`config.mk`:
```
export PLATFORM = sky130hd
export DESIGN_NAME = mod_presc_bank
export DESIGN_NICKNAME = d
export VERILOG_FILES = /design/src/rtl/presc_pkg.sv /design/src/rtl/mod_presc_ch.sv /design/src/rtl/mod_presc_bank.sv
export SDC_FILE = /design/constraint.sdc
export NUM_CORES = 1
export LEC_CHECK = 0
export BUFFER_PORTS_ARGS = -buffer_cell sky130_fd_sc_hd__buf_2
export CAP_MARGIN = 20
export CORE_AREA = 4 4 158 160
export CTS_CLUSTER_SIZE = 16
export DETAILED_ROUTE_END_ITERATION = 16
export DIE_AREA = 0 0 162 164
export PLACE_DENSITY = 0.66
export RECOVER_POWER = 25
export SYNTH_ARGS = -nofsm -noshare
export SYNTH_HDL_FRONTEND = slang
export SYNTH_SLANG_ARGS = --single-unit
```
`constraint.sdc`:
```
create_clock -name clk_i -period 2.7 [get_ports clk_i]
set_clock_uncertainty 0.05 [all_clocks]
set_input_delay 0.27 -clock clk_i [delete_from_list [all_inputs] [get_ports clk_i]]
set_output_delay 0.27 -clock clk_i [all_outputs]
set_load 0.01 [all_outputs]
```
`src/rtl/presc_pkg.sv`:
```
// Shared constants, per-channel state record and index-width helper for the
// prescaler bank.
package presc_pkg;

  localparam int CNT_W_DEF = 16;
  // State fields are sized for the widest supported counter; narrower
  // channels keep the upper bits at zero.
  localparam int CNT_W_MAX = 32;

  typedef struct packed {
    logic [CNT_W_MAX-1:0] cnt;
    logic [CNT_W_MAX-1:0] div_act;
    logic [CNT_W_MAX-1:0] div_pend;
    logic                 pend;
  } presc_ch_st_t;

  function automatic int idx_w(input int n);
    return (n > 1) ? $clog2(n) : 1;
  endfunction

endpackage

```
`src/rtl/mod_presc_ch.sv`:
```
// One prescaler channel: counts to the active divisor, toggles its square
// output and swaps in a pending divisor only at safe (apply) points.
module mod_presc_ch
  import presc_pkg::*;
#(
  parameter int CNT_W   = CNT_W_DEF,
  parameter int DIV_RST = 0
) (
  input  logic             clk_i,
  input  logic             rst_i,
  input  logic             en_i,
  input  logic             sync_i,
  input  logic             ld_i,
  input  logic [CNT_W-1:0] ld_div_i,
  output logic             clk_o,
  output logic             tick_o,
  output logic             pend_o
);

  localparam logic [CNT_W_MAX-1:0] DIV_RST_V = CNT_W_MAX'(CNT_W'(DIV_RST));

  presc_ch_st_t         st_q, st_d;
  logic                 clk_q, clk_d;
  logic                 tick_q, tick_d;
  logic                 toggle, apply;
  logic [CNT_W_MAX-1:0] ld_ext;

  assign ld_ext = CNT_W_MAX'(ld_div_i);
  assign toggle = en_i && !sync_i && (st_q.cnt == st_q.div_act);
  // Every point where the output phase restarts is safe for a divisor swap.
  assign apply  = !en_i || sync_i || toggle;

  always_comb begin
    st_d   = st_q;
    clk_d  = clk_q;
    tick_d = 1'b0;
    if (!en_i || sync_i) begin
      st_d.cnt = '0;
      clk_d    = 1'b0;
    end else if (toggle) begin
      st_d.cnt = '0;
      clk_d    = ~clk_q;
      tick_d   = 1'b1;
    end else begin
      st_d.cnt = st_q.cnt + 1'b1;
    end

    if (apply) begin
      if (ld_i) begin
        st_d.div_act  = ld_ext;
        st_d.div_pend = ld_ext;
      end else if (st_q.pend) begin
        st_d.div_act = st_q.div_pend;
      end
      st_d.pend = 1'b0;
    end else if (ld_i) begin
      st_d.div_pend = ld_ext;
      st_d.pend     = 1'b1;
    end
  end

  always_ff @(posedge clk_i) begin
    if (rst_i) begin
      st_q.cnt      <= '0;
      st_q.div_act  <= DIV_RST_V;
      st_q.div_pend <= DIV_RST_V;
      st_q.pend     <= 1'b0;
      clk_q         <= 1'b0;
      tick_q        <= 1'b0;
    end else begin
      st_q   <= st_d;
      clk_q  <= clk_d;
      tick_q <= tick_d;
    end
  end

  assign clk_o  = clk_q;
  assign tick_o = tick_q;
  assign pend_o = st_q.pend;

endmodule

```
`src/rtl/mod_presc_bank.sv`:
```
// Bank of independent prescaler channels; decodes the load index and fans
// out sync and reset to every channel.
module mod_presc_bank
  import presc_pkg::*;
#(
  parameter int CHANNELS = 4,
  parameter int CNT_W    = CNT_W_DEF,
  parameter int DIV_RST  = 0
) (
  input  logic                         clk_i,
  input  logic                         rst_i,
  input  logic [CHANNELS-1:0]          en_i,
  input  logic                         ld_i,
  input  logic [idx_w(CHANNELS)-1:0]   ld_ch_i,
  input  logic [CNT_W-1:0]             ld_div_i,
  input  logic                         sync_i,
  output logic [CHANNELS-1:0]          clk_o,
  output logic [CHANNELS-1:0]          tick_o,
  output logic [CHANNELS-1:0]          pend_o
);

  localparam int LD_W = idx_w(CHANNELS);

  for (genvar n = 0; n < CHANNELS; n++) begin : g_ch
    // Indices with no matching channel simply select nothing.
    logic ld_sel;
    assign ld_sel = ld_i && (ld_ch_i == LD_W'(n));

    mod_presc_ch #(
      .CNT_W   (CNT_W),
      .DIV_RST (DIV_RST)
    ) u_ch (
      .clk_i    (clk_i),
      .rst_i    (rst_i),
      .en_i     (en_i[n]),
      .sync_i   (sync_i),
      .ld_i     (ld_sel),
      .ld_div_i (ld_div_i),
      .clk_o    (clk_o[n]),
      .tick_o   (tick_o[n]),
      .pend_o   (pend_o[n])
    );
  end

endmodule

```
==> flow_summary.yaml <==
timing:
  hold_violations: 0
  finalCriticalPeriod_ps: 2330
  setup_viol: 0
  maxSlewViolCount: 0
  layout_setup_ws_ps: 372
  fmax_mhz: 430
  fin_crit_sh: 0.862
  worst_slew_pin_slew_ps: 1180
  rsz0062_at_grt: "false"
  slew_headroom: 0.210
  fin_tns_setup_ps: 0
route:
  drt_iter0_drc: 492
  dr.pass1.iters: 5
  viasPerCell: 5.27
  drc: 0
  wl_per_cell_um: 14.9
  ant_nets: 0
  vias: 8448
  routed_wl_mm: 23.9
synthesis:
  ys_warn_count: 0
  netlist_area_um2: 11700
  ys_seq_area_frac: 0.467
  syn_avg_cell_area_um2: 9.35
  ys_ff_latch: 272
  synthArstFlopShare: 0
  netlist_instances: 1247
  synthFlopType: "dfxtp_1"
  synth-edff-count: 0
  synth_nets: 1277
  yosys.cell_types.count: 45
power_and_ir_drop:
  peakVddDrop_mv: 0.480
  leakagePower_nw: 5.21
  p_per_area_nw_per_um2: 675
floorplanning:
  coreArea_um2: 23400
  ios: 38
  fp-row-count: 56
  start_util: 0.498
  die-area_um2: 26600
  die_y_um: 164
  dieWidth_um: 162
clock_tree:
  cts_hold_buf: 4
  post_cts_resized: 0
  clockRootBuffer: "clkbuf_16"
  cts_tree: "done"
  cts_buffers: 29
  clock-sinks: 272
  cts_max_level: 1
  post_cts_buffers: 0
  cts_buffer_depth: 3
  clk_pin_slew_worst_paths_ps: 60
  clock_latency_ps: 540
finish:
  drive_above_1_share: 0.0927
  layout.nets: 1295
  final_area_um2: 13000
  fillers: 2164
  area_growth_pct: 11.7
  antenna_cells: 0
setup_path:
  timing.rr.start: "g_ch[3].u_ch.st_q[63]$_SDFFE_PP0P_"
  crit_fanout: 31
  rrSetupSlack_ps: 370
  worstPathRequired_ps: 3070
  crit_arrival_ps: 2690
  r2r_cells: 7
  rr_endpoint: "g_ch[3].u_ch.st_q[93]$_SDFF_PP0_"
  end_kind: "flop"
  critPathKind: "flop to flop"
  startpoint_type: "flop"
worst_hold_path:
  worst_hold_path.endpoint: "g_ch[1].u_ch.st_q[8]$_SDFFE_PP0P_"
  min_path_cells: 3
  hold_class: "input pin to flop"
  min-delay-start: "ld_div_i[7]"
job:
  cap_violations: 0
place:
  dp_hpwl_mm: 16.2
  io_buffers: 37
  place_ws_ps: 385
  place_congestion: 0.828
  placed_area_um2: 12000
global_routing:
  antenna_found_initial: 0
  grt_pass1_wl_mm: 40.3
  grtUsageTotal: 0.180
  grt_max_degree: 46
  grt_overflow_total: 0
  grt_pass1_vias: 8135
status:
  status: "finished clean"
-- cells in the final DEF (no fill, tap or decap), drive strengths merged --
master,synthesis,final
bufinv,0,2
a21oi,65,65
nand2,48,48
nand4,30,30
nand2b,5,5
mux2i,69,69
o2111ai,1,1
xnor2,49,49
buf,42,50
xor2,139,139
nand3b,2,2
o22ai,4,4
inv,8,10
o21bai,1,1
nor2b,1,1
or4,15,15
nor3b,6,6
or3,8,8
a311oi,16,16
nor4,18,18
and3,36,36
nand3,55,55
nor2,226,226
o21ai,1,1
dlygate4sd3,0,4
or2,3,3
ha,4,4
a31oi,1,1
and2,5,5
a211oi,49,49
o311ai,3,3
and4,11,11
nor3,15,15
dfxtp,272,272
o2bb2ai,1,1
clkinv,0,4
clkbuf,38,55
-- synthesized netlist by cell type (15+ instances only) --
cell / instances / area [µm²]
buf_2: 20 / 100
nand2_1: 48 / 180
nand4_1: 30 / 188
nor4_1: 18 / 113
clkbuf_1: 38 / 143
mux2i_1: 69 / 691
dfxtp_1: 272 / 5450
a211oi_1: 38 / 285
a311oi_1: 15 / 131
nand3_1: 55 / 275
nor2_1: 226 / 848
xnor2_1: 49 / 429
a21oi_1: 64 / 320
xor2_1: 139 / 1220
or4_1: 15 / 113
and3_1: 36 / 225
-- flip-flops by register name, indices dropped and copies added (netlist names) --
register	cells
g_ch.u_ch.clk_o	4
g_ch.u_ch.pend_o	4
g_ch.u_ch.st_q	260
g_ch.u_ch.tick_o	4
-- power breakdown --
group / leakage (nW) / switching, mW / internal, mW
clock: 0.492 / 1.56 / 2.44
sequential: 2.20 / 0.0584 / 4.12
combinational: 2.52 / 0.379 / 0.230
total: 5.21 / 2.00 / 6.79
-- logic make-up after synthesis --
| group | synth area share |
|---|---|
| flops | 0.467 |
| buf+inv | 0.0401 |
| simple gates | 0.199 |
| compound gates | 0.0894 |
| fa+ha+maj | 0.00429 |
| mux | 0.0592 |
| xor+xnor | 0.141 |
-- cell type report --
class                   count  area (µm²)  share of cell area
clock buffers              42         885              0.0679
well taps                 319         399              0.0306
multi-input cells         887        5750               0.441
repair buffers             67         422              0.0324
flip-flops and latches    272        5450               0.418
clock inverters             8        97.6             0.00749
inverters                   8        30.0             0.00230
-- worst max path at each step --
stage / start / to / slack, ps
global placement: g_ch[3].u_ch.st_q[63]$_SDFFE_PP0P_ / g_ch[3].u_ch.st_q[92]$_SDFF_PP0_ / 470
CTS: g_ch[3].u_ch.st_q[89]$_SDFF_PP0_ / g_ch[3].u_ch.st_q[93]$_SDFF_PP0_ / 370
finish: g_ch[3].u_ch.st_q[63]$_SDFFE_PP0P_ / g_ch[3].u_ch.st_q[93]$_SDFF_PP0_ / 370
detailed placement: g_ch[3].u_ch.st_q[89]$_SDFF_PP0_ / g_ch[3].u_ch.st_q[90]$_SDFF_PP0_ / 390
global route: g_ch[3].u_ch.st_q[89]$_SDFF_PP0_ / g_ch[3].u_ch.st_q[93]$_SDFF_PP0_ / 200
floorplan: g_ch[0].u_ch.st_q[86]$_SDFF_PP0_ / g_ch[0].u_ch.st_q[40]$_SDFFE_PP0P_ / 550
-- metrics by stage --
step                utilization  cells  total power [mW]  hold slack [ps]
global route              0.557   1603              9.16             61.4
CTS                       0.558   1603              8.90             33.0
global placement          0.514   1549              4.86              400
detailed placement        0.514   1549              4.87              412
finish                    0.557   1603              8.79             66.4
floorplan                     -   1247              4.70              383
-- layer usage --
metal,up-vias,part of all wire,global-route usage
li1,4331,-,-
met1,3955,0.50,0.259
met2,130,0.44,0.285
met3,32,0.042,0.0299
met4,0,0.016,0.0458
met5,-,0,0
-- worst max-delay path, cell delays in order, from the launching register on --
cell and delay [ps]:
dfxtp_1 350, or4_1 530, o22ai_1 200, nand3_1 170, or3_1 430, nand2_1 90, buf_4 300, nor2_1 90
Note: power is estimated with default switching activity, not from simulation.
